===== src/rtl/scramble_sequencer.sv =====
// scramble_sequencer: registers the user's row/col fire selection and, on request,
// replaces it with a burst of pseudo-random legal moves driven by a Galois LFSR.
module scramble_sequencer #(
  parameter int unsigned MOVES = 16,
  parameter int unsigned GAP   = 4,
  parameter logic [15:0] SEED  = 16'hACE1
) (
  input  logic       clk,
  input  logic       reset,
  input  logic       scramble_start,
  input  logic       user_fire,
  input  logic       user_nrow,
  input  logic [3:0] user_sel,
  input  logic       user_error,
  output logic [3:0] row,
  output logic [3:0] col,
  output logic       fire,
  output logic       busy,
  output logic       done,
  output logic [7:0] moves_left
);

  localparam int unsigned LFSR_W   = 16;
  localparam int unsigned CNT_W    = 8;
  localparam logic [LFSR_W-1:0] LFSR_MASK = 16'hB400;
  // An all-zero seed would lock the LFSR at zero.
  localparam logic [LFSR_W-1:0] LFSR_INIT = (SEED == 16'h0000) ? 16'h0001 : SEED;

  typedef enum logic [1:0] {IDLE, FIRE, WAIT, DONE} state_t;

  state_t             state, state_nxt;
  logic [LFSR_W-1:0]  lfsr, lfsr_nxt;
  logic [CNT_W-1:0]   gap_cnt, gap_nxt;
  logic [3:0]         row_nxt, col_nxt;
  logic               fire_nxt, busy_nxt, done_nxt;
  logic [CNT_W-1:0]   moves_nxt;
  logic [3:0]         rand_onehot;

  // Free-running LFSR step; shifts right with Galois feedback
  always_comb begin
    lfsr_nxt = {1'b0, lfsr[LFSR_W-1:1]} ^ (lfsr[0] ? LFSR_MASK : '0);
  end

  // LFSR advances every cycle so the scramble depends on press timing
  always_ff @(posedge clk or posedge reset) begin
    if (reset) lfsr <= LFSR_INIT;
    else       lfsr <= lfsr_nxt;
  end

  // State register
  always_ff @(posedge clk or posedge reset) begin
    if (reset) state <= IDLE;
    else       state <= state_nxt;
  end

  // Next-state logic
  always_comb begin
    state_nxt = state;
    case (state)
      IDLE: if (scramble_start) state_nxt = FIRE;
      FIRE: state_nxt = WAIT;
      WAIT: if (gap_cnt == '0) state_nxt = (moves_left != '0) ? FIRE : DONE;
      DONE: state_nxt = IDLE;
      default: state_nxt = IDLE;
    endcase
  end

  // Output/datapath next values; everything is registered below
  always_comb begin
    row_nxt     = row;
    col_nxt     = col;
    fire_nxt    = 1'b0;
    busy_nxt    = busy;
    done_nxt    = 1'b0;
    moves_nxt   = moves_left;
    gap_nxt     = gap_cnt;
    rand_onehot = 4'b0001 << lfsr[1:0];
    case (state)
      IDLE: begin
        if (scramble_start) begin
          busy_nxt  = 1'b1;
          moves_nxt = CNT_W'(MOVES);
          row_nxt   = '0;
          col_nxt   = '0;
        end else if (user_error) begin
          row_nxt = '0;
          col_nxt = '0;
        end else begin
          row_nxt  = user_nrow ? 4'b0000 : user_sel;
          col_nxt  = user_nrow ? user_sel : 4'b0000;
          fire_nxt = user_fire;
        end
      end
      FIRE: begin
        row_nxt   = lfsr[2] ? 4'b0000 : rand_onehot;
        col_nxt   = lfsr[2] ? rand_onehot : 4'b0000;
        fire_nxt  = 1'b1;
        moves_nxt = moves_left - CNT_W'(1);
        gap_nxt   = CNT_W'(GAP - 1);
      end
      WAIT: begin
        if (gap_cnt != '0) gap_nxt = gap_cnt - CNT_W'(1);
      end
      DONE: begin
        done_nxt = 1'b1;
        busy_nxt = 1'b0;
        row_nxt  = '0;
        col_nxt  = '0;
      end
      default: ;
    endcase
  end

  // Output and counter registers
  always_ff @(posedge clk or posedge reset) begin
    if (reset) begin
      row        <= '0;
      col        <= '0;
      fire       <= 1'b0;
      busy       <= 1'b0;
      done       <= 1'b0;
      moves_left <= '0;
      gap_cnt    <= '0;
    end else begin
      row        <= row_nxt;
      col        <= col_nxt;
      fire       <= fire_nxt;
      busy       <= busy_nxt;
      done       <= done_nxt;
      moves_left <= moves_nxt;
      gap_cnt    <= gap_nxt;
    end
  end

endmodule


===== config.mk =====
export PLATFORM = sky130hd
export DESIGN_NAME = scramble_sequencer
export DESIGN_NICKNAME = d
export VERILOG_FILES = /design/src/rtl/scramble_sequencer.sv
export SDC_FILE = /design/constraint.sdc
export NUM_CORES = 1
export LEC_CHECK = 0
export ABC_CLOCK_PERIOD_IN_PS = 2350
export BUFFER_PORTS_ARGS = -buffer_cell sky130_fd_sc_hd__buf_2
export CORE_MARGIN = 5
export CORE_UTILIZATION = 55
export CTS_CLUSTER_DIAMETER = 120
export DETAILED_ROUTE_END_ITERATION = 8
export PLACE_DENSITY = 0.77
export SLEW_MARGIN = 5
export SYNTH_ARGS = -nofsm -noshare
export SYNTH_HDL_FRONTEND = slang
export SYNTH_SLANG_ARGS = --single-unit

===== constraint.sdc =====
create_clock -name clk -period 2.35 [get_ports clk]
set_input_delay 0.3525 -clock clk [delete_from_list [all_inputs] [get_ports clk]]
set_output_delay 0.3525 -clock clk [all_outputs]
set_load 0.01 [all_outputs]

==> impl_metrics.py, run 1 <==
metrics = {
    "worst_setup_path": {
        "worstPathMaxFanout": 6,
        "required_time_reported_for_the_critical_path_endpoint_ns": 2.65,
        "worstSetupStartpointType": "register",
        "critPathSlowestCell": "dfrtp_1",
        "worst_path_largest_cell_delay_ns": 0.45,
        "timing.critical_path.to_type": "register",
        "critical_path_buf_inv_count": 1,
        "endpoint_of_the_worst_slack_reg_to_reg_timing_path": "gap_cnt[1]$_DFFE_PP0P_",
        "arrival_ns": 2.14,
        "path_cells": "inv_1 > ha_1 > nor3b_1 > nand2_1 > a31oi_1 > o22a_2",
        "cpLargestDelayFamily": "simple AND/OR/NAND/NOR gates",
        "crit_type": "register to register",
        "rrSetupSlack_ns": 0.51,
        "number_of_cell_instances_on_the_worst_register_to_register_path": 6,
        "reg2reg_from": "gap_cnt[0]$_DFFE_PP0P_",
    },
    "yosys": {
        "post_synth_fa_ha_maj_area_fraction": 0.0189,
        "synth-compound-area-share": 0.152,
        "synth_ff_type": "dfrtp_1",
        "synth_seq_cells": 45,
        "post_synth.cell_area_avg_sq_um": 10.8,
        "synth_largest_type_area_fraction": 0.465,
        "netlist_area_sq_um": 1990,
        "ys_async_sr_fraction": 1.00,
        "synth_most_common_cell": "dfrtp_1",
        "synthSimpleGateAreaFrac": 0.189,
        "synth.area.mux_share": 0.0214,
        "combinational_family_with_the_most_area_after_synthesis": "simple AND/OR/NAND/NOR gates",
        "synth_top_cells_by_count": "37 x dfrtp_1, 21 x nand2_1, 14 x nor2_1",
        "synth-warning-count": 0,
        "post-synth-top-area-cell": "dfrtp_1",
        "synth_fp_nets": 198,
        "synth_enable_flop_cells": 0,
        "synth_cell_type_count": 44,
        "synth_cells": 185,
        "synth_sequential_area_ratio": 0.571,
        "post_synth_main_area_contributors": "dfrtp_1 47%, dfstp_2 11%, nand2_1 4.0%, a221o_1 3.0%, nor2_1 2.6%",
        "synth_xor_xnor_area_share": 0.0132,
    },
    "placed_design": {
        "io_buffers": 28,
        "dp_cells": 256,
        "gp_congestion": 0.902,
        "dp_hpwl_um": 2880,
        "postPlaceCellArea_sq_um": 2180,
    },
    "sta": {
        "maxClockFrequency_ghz": 0.543,
        "final_min_period_ns": 1.84,
        "post-route-period-util": 0.784,
        "setup_viol": 0,
        "number_of_hold_violations_in_the_final_report": 0,
        "worst_slew_margin_rel": 0.498,
        "timing_worst_slew_pin_value_ns": 0.753,
        "final.setup_skew_ns": 0.00729,
        "unrepaired_setup_endpoints_after_global_routing": "false",
        "report.final.slew_viol_count": 0,
        "setup-tns-final_ns": 0,
    },
    "grt": {
        "global_route.overflow_total": 0,
        "antenna_violations_before_repair": 0,
        "first_global_vias": 1494,
        "grt_start_max_net_pins": 46,
        "grt.total_usage": 0.174,
        "grt_pass1_wl_um": 6930,
    },
    "cells_and_area": {
        "nets": 230,
        "stdcell_area_sq_um": 2240,
        "inserted_diodes": 0,
        "instances_no_fill": 264,
        "final_util": 0.656,
        "layout_cell_share_with_drive_strength_beyond_1": 0.248,
        "area_delta_synth_final_pct": 12.6,
    },
    "clocking": {
        "cts-buffers-inserted": 5,
        "clk_sink_count": 45,
        "post_cts_buffers": 0,
        "cts_h_tree_depth": 2,
        "cts_hold_buffers": 0,
        "root_buffer_cell": "clkbuf_4",
        "clock_latency_ns": 0.35,
        "cts_tree": "done",
        "clock_pin_transition_on_the_worst_setup_and_hold_timing_paths_ns": 0.13,
        "clock_tree.buffer_depth": 2,
        "cts-resized-gates": 0,
    },
    "routing": {
        "drt_wl_total_um": 4000,
        "post_drt_wl_per_cell_um": 15.1,
        "avgViaCountPerCell": 5.92,
        "drtIter0Drc": 134,
        "num_vias": 1564,
        "ant_nets": 0,
        "detail_route.drc_violations": 0,
        "drt-pass1-iter-count": 4,
    },
    "power_and_ir_drop": {
        "power_leakage_nw": 1.09,
        "comb_power_frac": 0.360,
        "share_seq_of_total_power": 0.486,
        "internal_power_mw": 1.38,
        "switchingPower_uw": 948,
        "overall_power_mw": 2.33,
        "power-per-cell-area_nw_per_um2": 1040,
        "switching_portion_of_total_power": 0.407,
        "maximum_vdd_drop_uv": 512,
        "share_clk_of_total_power": 0.154,
    },
    "job": {
        "drv.max_cap_violation_count": 0,
    },
    "die": {
        "floorplan.initialDensity": 0.582,
        "core_ar_sq_um": 3420,
        "dieWidth_um": 70.1,
        "fp.dieH_um": 70.1,
        "die-area_sq_um": 4920,
        "placementRows": 21,
        "floorplan.io_pins": 29,
    },
    "hold_path": {
        "hp-class": "primary input to async pin",
    },
    "run_status": {
        "outcome": "finished clean",
    },
}
==> layout by cell type (no fill, tap or decap), drive strengths merged, types with 2 or more instances in the layout <==
master,n
ha,3
clkinvlp,2
a32oi,2
buf,31
nor4,6
or4,2
o21ai,9
a22oi,2
inv,12
nand3,3
nor4b,2
clkbuf,6
dfstp,8
a21oi,4
nor3b,3
o311ai,2
and3,3
xor2,3
nor2,14
nor2b,2
a22o,5
nand2,21
a221o,6
a31oi,3
dfrtp,37
o211ai,2
mux2,2
or3,2
mux2i,2
nand2b,2
nor3,7
==> state kept, by name, indices dropped and copies added, names as in the netlist <==
signal and cells:
state 2, moves_left 8, lfsr 16, gap_cnt 8
busy 1, done 1, fire 1, col 4
row 4
==> metal layers <==
layer,vias up,routed length [um],global-route usage
li1,742,-,-
met4,0,13,0.0702
met1,776,1900,0.236
met2,44,1840,0.270
met5,-,0,0
met3,2,246,0.0402
==> worst max-delay path by stage <==
stage,start,end,slack [ns],depth (start not counted)
floorplan,gap_cnt[0]$_DFFE_PP0P_,gap_cnt[1]$_DFFE_PP0P_,0.72,6
global placement,state[1]$_DFFE_PP0P_,gap_cnt[2]$_DFFE_PP0P_,0.61,4
detailed placement,gap_cnt[0]$_DFFE_PP0P_,gap_cnt[1]$_DFFE_PP0P_,0.52,6
CTS,gap_cnt[0]$_DFFE_PP0P_,gap_cnt[1]$_DFFE_PP0P_,0.51,6
global route,gap_cnt[1]$_DFFE_PP0P_,gap_cnt[1]$_DFFE_PP0P_,0.35,6
finish,gap_cnt[0]$_DFFE_PP0P_,gap_cnt[1]$_DFFE_PP0P_,0.51,6
==> cell type report <==
| type | count | area [sq um] |
|---|---|---|
| fill | 280 | 1170 |
| sequential | 45 | 1140 |
| multi-input combinational | 122 | 783 |
| timing repair buffer | 31 | 163 |
| tap | 46 | 57.6 |
| inverter | 12 | 45.0 |
| clock buffer | 6 | 41.3 |
| clock inverter | 2 | 15.0 |
==> worst register-to-register path: cells and delay by family, from the launching register on <==
kind / cells / cell delay (ns)
buf+inv: 1 / 0.08
fa+ha+maj: 1 / 0.19
flops: 1 / 0.45
simple gates: 2 / 0.67
compound gates: 2 / 0.40
==> power by group through the flow <==
stage	clock network (mW)	registers, mW	logic, mW
global placement	0	1.13	0.813
global route	0.405	1.17	0.944
detailed placement	0	1.15	0.841
floorplan	0	1.08	0.628
finish	0.359	1.13	0.839
CTS	0.374	1.13	0.847
==> per-stage QoR <==
stage | hold slack (ns) | setup WS [ns]
after floorplan | 0.331 | 0.721
after global placement | 0.334 | 0.607
after detailed placement | 0.338 | 0.522
after CTS | 0.113 | 0.506
after global routing | 0.170 | 0.352
final | 0.115 | 0.508
==> kinds of logic after synthesis <==
family	after synthesis
AOI/OAI and AO/OA	41
muxes	4
adders and majority gates	3
and+or+nand+nor	71
buffers and inverters	18
xor gates and xnor gates	3
DFF	45
Note: power is estimated with default switching activity, not from simulation.
==> run 2: changes to the inputs <==
Settings changed: ABC_CLOCK_PERIOD_IN_PS 2350 to 1900.
Clock period 2.35 ns to 1.9 ns, I/O delays scaled along.
==> run 2 against run 1 <==
Cell count grew 1.9%. Non-clock buffer count increased by 5. Combinational power up 42%. Power rose by 29%. First-iteration DRC count is 6.7% higher. Design area is 2.0% higher.
==> impl_metrics.py, run 2 (synthesis results as in run 1) <==
metrics = {
    "routing": {
        "drt-pass1-iter-count": 4,
        "avgViaCountPerCell": 5.84,
        "post_drt_wl_per_cell_um": 15.8,
        "num_vias": 1570,
        "ant_nets": 0,
        "drtIter0Drc": 143,
        "detail_route.drc_violations": 0,
        "drt_wl_total_um": 4250,
    },
    "worst_setup_path": {
        "rrSetupSlack_ns": 0.24,
        "reg2reg_from": "gap_cnt[4]$_DFFE_PP0P_",
        "timing.critical_path.to_type": "register",
        "required_time_reported_for_the_critical_path_endpoint_ns": 2.15,
        "worstPathMaxFanout": 8,
        "endpoint_of_the_worst_slack_reg_to_reg_timing_path": "gap_cnt[2]$_DFFE_PP0P_",
        "worstSetupStartpointType": "register",
        "number_of_cell_instances_on_the_worst_register_to_register_path": 4,
        "arrival_ns": 1.91,
        "crit_type": "register to register",
    },
    "clocking": {
        "clock_tree.buffer_depth": 2,
        "cts_h_tree_depth": 2,
        "clock_pin_transition_on_the_worst_setup_and_hold_timing_paths_ns": 0.14,
        "root_buffer_cell": "clkbuf_4",
        "cts-resized-gates": 0,
        "post_cts_buffers": 0,
        "cts-buffers-inserted": 5,
        "clk_sink_count": 45,
        "clock_latency_ns": 0.36,
        "cts_hold_buffers": 0,
        "cts_tree": "done",
    },
    "cells_and_area": {
        "top_regs": "lfsr (16), gap_cnt (8), moves_left (8)",
        "nets": 235,
        "layout.cells.most_common_list": "37 x dfrtp_1, 28 x buf_2, 21 x nand2_1",
        "area_delta_synth_final_pct": 14.9,
        "mostFrequentLayoutCell": "dfrtp_1",
        "inserted_diodes": 0,
        "registers.top_by_ff_count": "lfsr",
        "stdcell_area_sq_um": 2290,
        "layout_cell_share_with_drive_strength_beyond_1": 0.274,
        "largest_register_ff_count": 16,
    },
    "grt": {
        "first_global_vias": 1622,
        "grt_start_max_net_pins": 46,
        "busiest_layer": "met2",
        "global_route.overflow_total": 0,
        "grtUsageMet1": 0.251,
        "global_route.usage.met2": 0.307,
        "grt.total_usage": 0.193,
        "antenna_violations_before_repair": 0,
        "grt_pass1_wl_um": 7590,
        "use_met3": 0.0516,
    },
    "sta": {
        "timing_worst_slew_pin_value_ns": 0.648,
        "worst_slew_margin_rel": 0.567,
        "report.final.slew_viol_count": 0,
        "setup_viol": 0,
        "setup_slack_ns": 0.236,
        "final.setup_skew_ns": 0.0115,
        "final_min_period_ns": 1.66,
        "maxClockFrequency_ghz": 0.601,
        "setup-tns-final_ns": 0,
        "unrepaired_setup_endpoints_after_global_routing": "false",
        "post-route-period-util": 0.876,
        "number_of_hold_violations_in_the_final_report": 0,
    },
    "power_and_ir_drop": {
        "power_leakage_nw": 1.12,
        "power-per-cell-area_nw_per_um2": 1310,
        "maximum_vdd_drop_uv": 652,
    },
    "die": {
        "die-area_sq_um": 4920,
        "floorplan.io_pins": 29,
        "fp.dieH_um": 70.1,
        "placementRows": 21,
        "core_ar_sq_um": 3420,
        "dieWidth_um": 70.1,
        "floorplan.initialDensity": 0.582,
    },
    "run_status": {
        "outcome": "finished clean",
    },
    "placed_design": {
        "dp_hpwl_um": 3060,
        "dp_worst_setup_slack_ns": 0.208,
        "io_buffers": 28,
        "postPlaceCellArea_sq_um": 2220,
        "gp_congestion": 0.918,
    },
    "job": {
        "drv.max_cap_violation_count": 0,
    },
    "hold_path": {
        "hp-class": "primary input to async pin",
    },
}
[run 2: changes by cell type in the layout (fill, tap and decap cells not counted)]
cell / before / now
clkinvlp_4: 2 / 1
clkinv_2: 0 / 1
nor3b_2: 0 / 1
buf_4: 3 / 8
inv_6: 0 / 1
nor3b_1: 3 / 2
clkbuf_1: 1 / 0
[run 2: final cells by class]
cell class	count	area, sq um
inverters	12	45.0
fillers	275	1130
clock inverters	3	21.3
repair buffers	36	200
clock buffers	5	37.5
flip-flops and latches	45	1140
well taps	46	57.6
multi-input cells	122	788
[run 2: worst max-delay path by stage]
stage                                start                endpoint  slack, ns
floorplan           gap_cnt[0]$_DFFE_PP0P_  gap_cnt[1]$_DFFE_PP0P_       0.27
global placement    gap_cnt[0]$_DFFE_PP0P_  gap_cnt[1]$_DFFE_PP0P_       0.31
detailed placement  gap_cnt[0]$_DFFE_PP0P_  gap_cnt[5]$_DFFE_PP0P_       0.21
CTS                 gap_cnt[0]$_DFFE_PP0P_  gap_cnt[5]$_DFFE_PP0P_       0.17
global route        gap_cnt[0]$_DFFE_PP0P_  gap_cnt[4]$_DFFE_PP0P_       0.11
finish              gap_cnt[4]$_DFFE_PP0P_  gap_cnt[2]$_DFFE_PP0P_       0.24
[run 2: worst max-delay path, stage by stage, from the launching register on]
cell,delay [ns]
dfrtp_1,0.48
or3_1,0.44
or2_2,0.33
o2111ai_1,0.20
o211ai_1,0.12
[run 2: through the flow]
stage,hold WS [ns],util,instances,total power [mW]
floorplan,0.331,-,185,2.12
global placement,0.335,0.651,261,2.47
detailed placement,0.342,0.651,261,2.53
CTS,0.0373,0.668,269,3.01
global route,0.0594,0.669,269,3.26
finish,0.0360,0.669,269,3.00
[run 2: metal layers]
layer,vias to the layer above,routed length [um]
met5,-,0
li1,746,-
met4,0,81
met3,9,248
met2,50,2070
met1,765,1850
[run 2: where the power goes]
group	switching [mW]	internal [mW]	total, mW
registers	0.209	1.13	1.34
clock network	0.320	0.147	0.467
logic	0.700	0.491	1.19
==> run 3: changes to the inputs <==
--- a/constraint.sdc
+++ b/constraint.sdc
@@ -3,2 +3,2 @@
 set_output_delay 0.285 -clock clk [all_outputs]
-set_load 0.01 [all_outputs]
+set_load 0.1 [all_outputs]
==> run 3 against run 2 <==
Setup slack got worse by 0.038 ns. Critical path depth is 2 higher. Non-clock buffer count did not move. Via count rose by 1.5%. Critical path type unchanged.
==> impl_metrics.py, run 3 (synthesis results as in run 1) <==
metrics = {
    "sta": {
        "worst_slew_margin_rel": 0.593,
        "final_min_period_ns": 1.70,
        "setup_viol": 0,
        "setup-tns-final_ns": 0,
        "report.final.slew_viol_count": 0,
        "maxClockFrequency_ghz": 0.588,
        "setup_slack_ns": 0.198,
        "timing_worst_slew_pin_value_ns": 0.608,
        "number_of_hold_violations_in_the_final_report": 0,
        "final.setup_skew_ns": 0.00768,
        "post-route-period-util": 0.896,
        "unrepaired_setup_endpoints_after_global_routing": "false",
    },
    "cells_and_area": {
        "largest_register_ff_count": 16,
        "nets": 235,
        "top_regs": "lfsr (16), gap_cnt (8), moves_left (8)",
        "area_delta_synth_final_pct": 16.2,
        "inserted_diodes": 0,
        "layout.cells.most_common_list": "35 x dfrtp_1, 28 x buf_2, 21 x nand2_1",
        "fill_cells": 279,
        "mostFrequentLayoutCell": "dfrtp_1",
        "instances_no_fill": 269,
        "registers.top_by_ff_count": "lfsr",
        "layout_cell_share_with_drive_strength_beyond_1": 0.269,
    },
    "placed_design": {
        "io_buffers": 28,
        "gp_congestion": 0.915,
        "dp_worst_setup_slack_ns": 0.229,
        "dp_cells": 260,
        "dp_hpwl_um": 3020,
    },
    "clocking": {
        "clk_sink_count": 45,
        "cts-buffers-inserted": 5,
        "cts_tree": "done",
        "clock_pin_transition_on_the_worst_setup_and_hold_timing_paths_ns": 0.12,
        "cts_h_tree_depth": 2,
        "post_cts_buffers": 0,
        "clock_tree.buffer_depth": 2,
        "root_buffer_cell": "clkbuf_4",
        "clock_latency_ns": 0.36,
    },
    "power_and_ir_drop": {
        "overall_power_mw": 3.81,
        "maximum_vdd_drop_uv": 1340,
        "power_leakage_nw": 1.13,
        "power-per-cell-area_nw_per_um2": 1650,
    },
    "routing": {
        "avgViaCountPerCell": 5.93,
        "ant_nets": 0,
        "drt-pass1-iter-count": 4,
        "drt_wl_total_um": 4230,
        "drtIter0Drc": 135,
        "post_drt_wl_per_cell_um": 15.7,
        "num_vias": 1594,
        "detail_route.drc_violations": 0,
    },
    "grt": {
        "first_global_vias": 1566,
        "antenna_violations_before_repair": 0,
        "global_route.overflow_total": 0,
        "grt_pass1_wl_um": 7200,
        "grt_start_max_net_pins": 42,
        "grt.total_usage": 0.185,
    },
    "die": {
        "fp.dieH_um": 70.1,
        "placementRows": 21,
        "dieWidth_um": 70.1,
        "die-area_sq_um": 4920,
        "core_ar_sq_um": 3420,
        "floorplan.io_pins": 29,
        "floorplan.initialDensity": 0.582,
    },
    "worst_setup_path": {
        "timing.critical_path.to_type": "register",
        "arrival_ns": 1.96,
        "timing.critical_path.from": "gap_cnt[0]$_DFFE_PP0P_",
        "required_time_reported_for_the_critical_path_endpoint_ns": 2.16,
        "worstPathMaxFanout": 6,
        "crit_type": "register to register",
        "number_of_cell_instances_on_the_worst_register_to_register_path": 6,
        "worstSetupStartpointType": "register",
        "reg2reg_from": "gap_cnt[0]$_DFFE_PP0P_",
    },
    "hold_path": {
        "min_from": "user_sel[3]",
        "min_path_cells": 3,
        "hp-class": "primary input to register",
    },
    "job": {
        "drv.max_cap_violation_count": 0,
    },
    "run_status": {
        "outcome": "finished clean",
    },
}
[run 3: changes by cell type in the layout (fill, tap and decap cells not counted)]
cell / delta
clkbuf_8: +1
inv_6: -1
buf_4: -1
bufinv_16: +1
dfrtp_2: +2
dfrtp_1: -2
nor3b_2: -1
clkinv_2: -1
clkbuf_1: +1
clkinvlp_4: -1
nor3b_1: +1
dlygate4sd3_1: +1
[run 3: per-layer routing]
metal | GRT usage | vias to the layer above | wire, um
li1 | - | 757 | -
met1 | 0.242 | 760 | 1900
met2 | 0.276 | 65 | 1870
met3 | 0.0617 | 12 | 362
met4 | 0.0872 | 0 | 103
met5 | 0 | - | 0
[run 3: where the power goes]
part           internal, mW  switching (mW)
clock network         0.314           0.292
registers              1.13           0.201
logic                 0.481            1.39
total                  1.93            1.89
[run 3: worst max-delay path, stage by stage (launching register included)]
cell and delay, ns:
dfrtp_1 0.45, inv_1 0.08, ha_1 0.20, nor3b_1 0.33, and2_1 0.24, o21ai_0 0.09, o22a_2 0.22
[run 3: final timing paths]
kind | slack, ns | to
min in group asynchronous | 0.34 | lfsr[12]$_DFF_PP0_
max | 0.20 | gap_cnt[1]$_DFFE_PP0P_
min reg2reg | 0.37 | lfsr[8]$_DFF_PP0_
max in group asynchronous | 0.81 | lfsr[5]$_DFF_PP1_
min | 0.15 | col[3]$_DFFE_PP0P_
max reg2reg | 0.20 | gap_cnt[1]$_DFFE_PP0P_
[run 3: per-stage QoR]
step | instance area, sq um | hold WS, ns | util
final | 2310 | 0.146 | 0.677
after global routing | 2310 | 0.131 | 0.677
after CTS | 2310 | 0.134 | 0.677
after detailed placement | 2220 | 0.179 | 0.649
after global placement | 2220 | 0.171 | 0.649
after floorplan | 1990 | 0.331 | -
[run 3: cell type report]
class	instances	area [sq um]	area share
inverters	12	45.0	0.0195
well taps	46	57.6	0.0249
repair buffers	36	203	0.0877
clock inverters	1	30.0	0.0130
clock buffers	7	55.1	0.0238
multi-input cells	122	783	0.339
flip-flops and latches	45	1140	0.492
[run 3: repair_timing]
item | in CTS | in global routing
hold buffers | 1 | 0
gates resized for setup | 0 | 0
endpoints found under the hold margin | 4 | 0
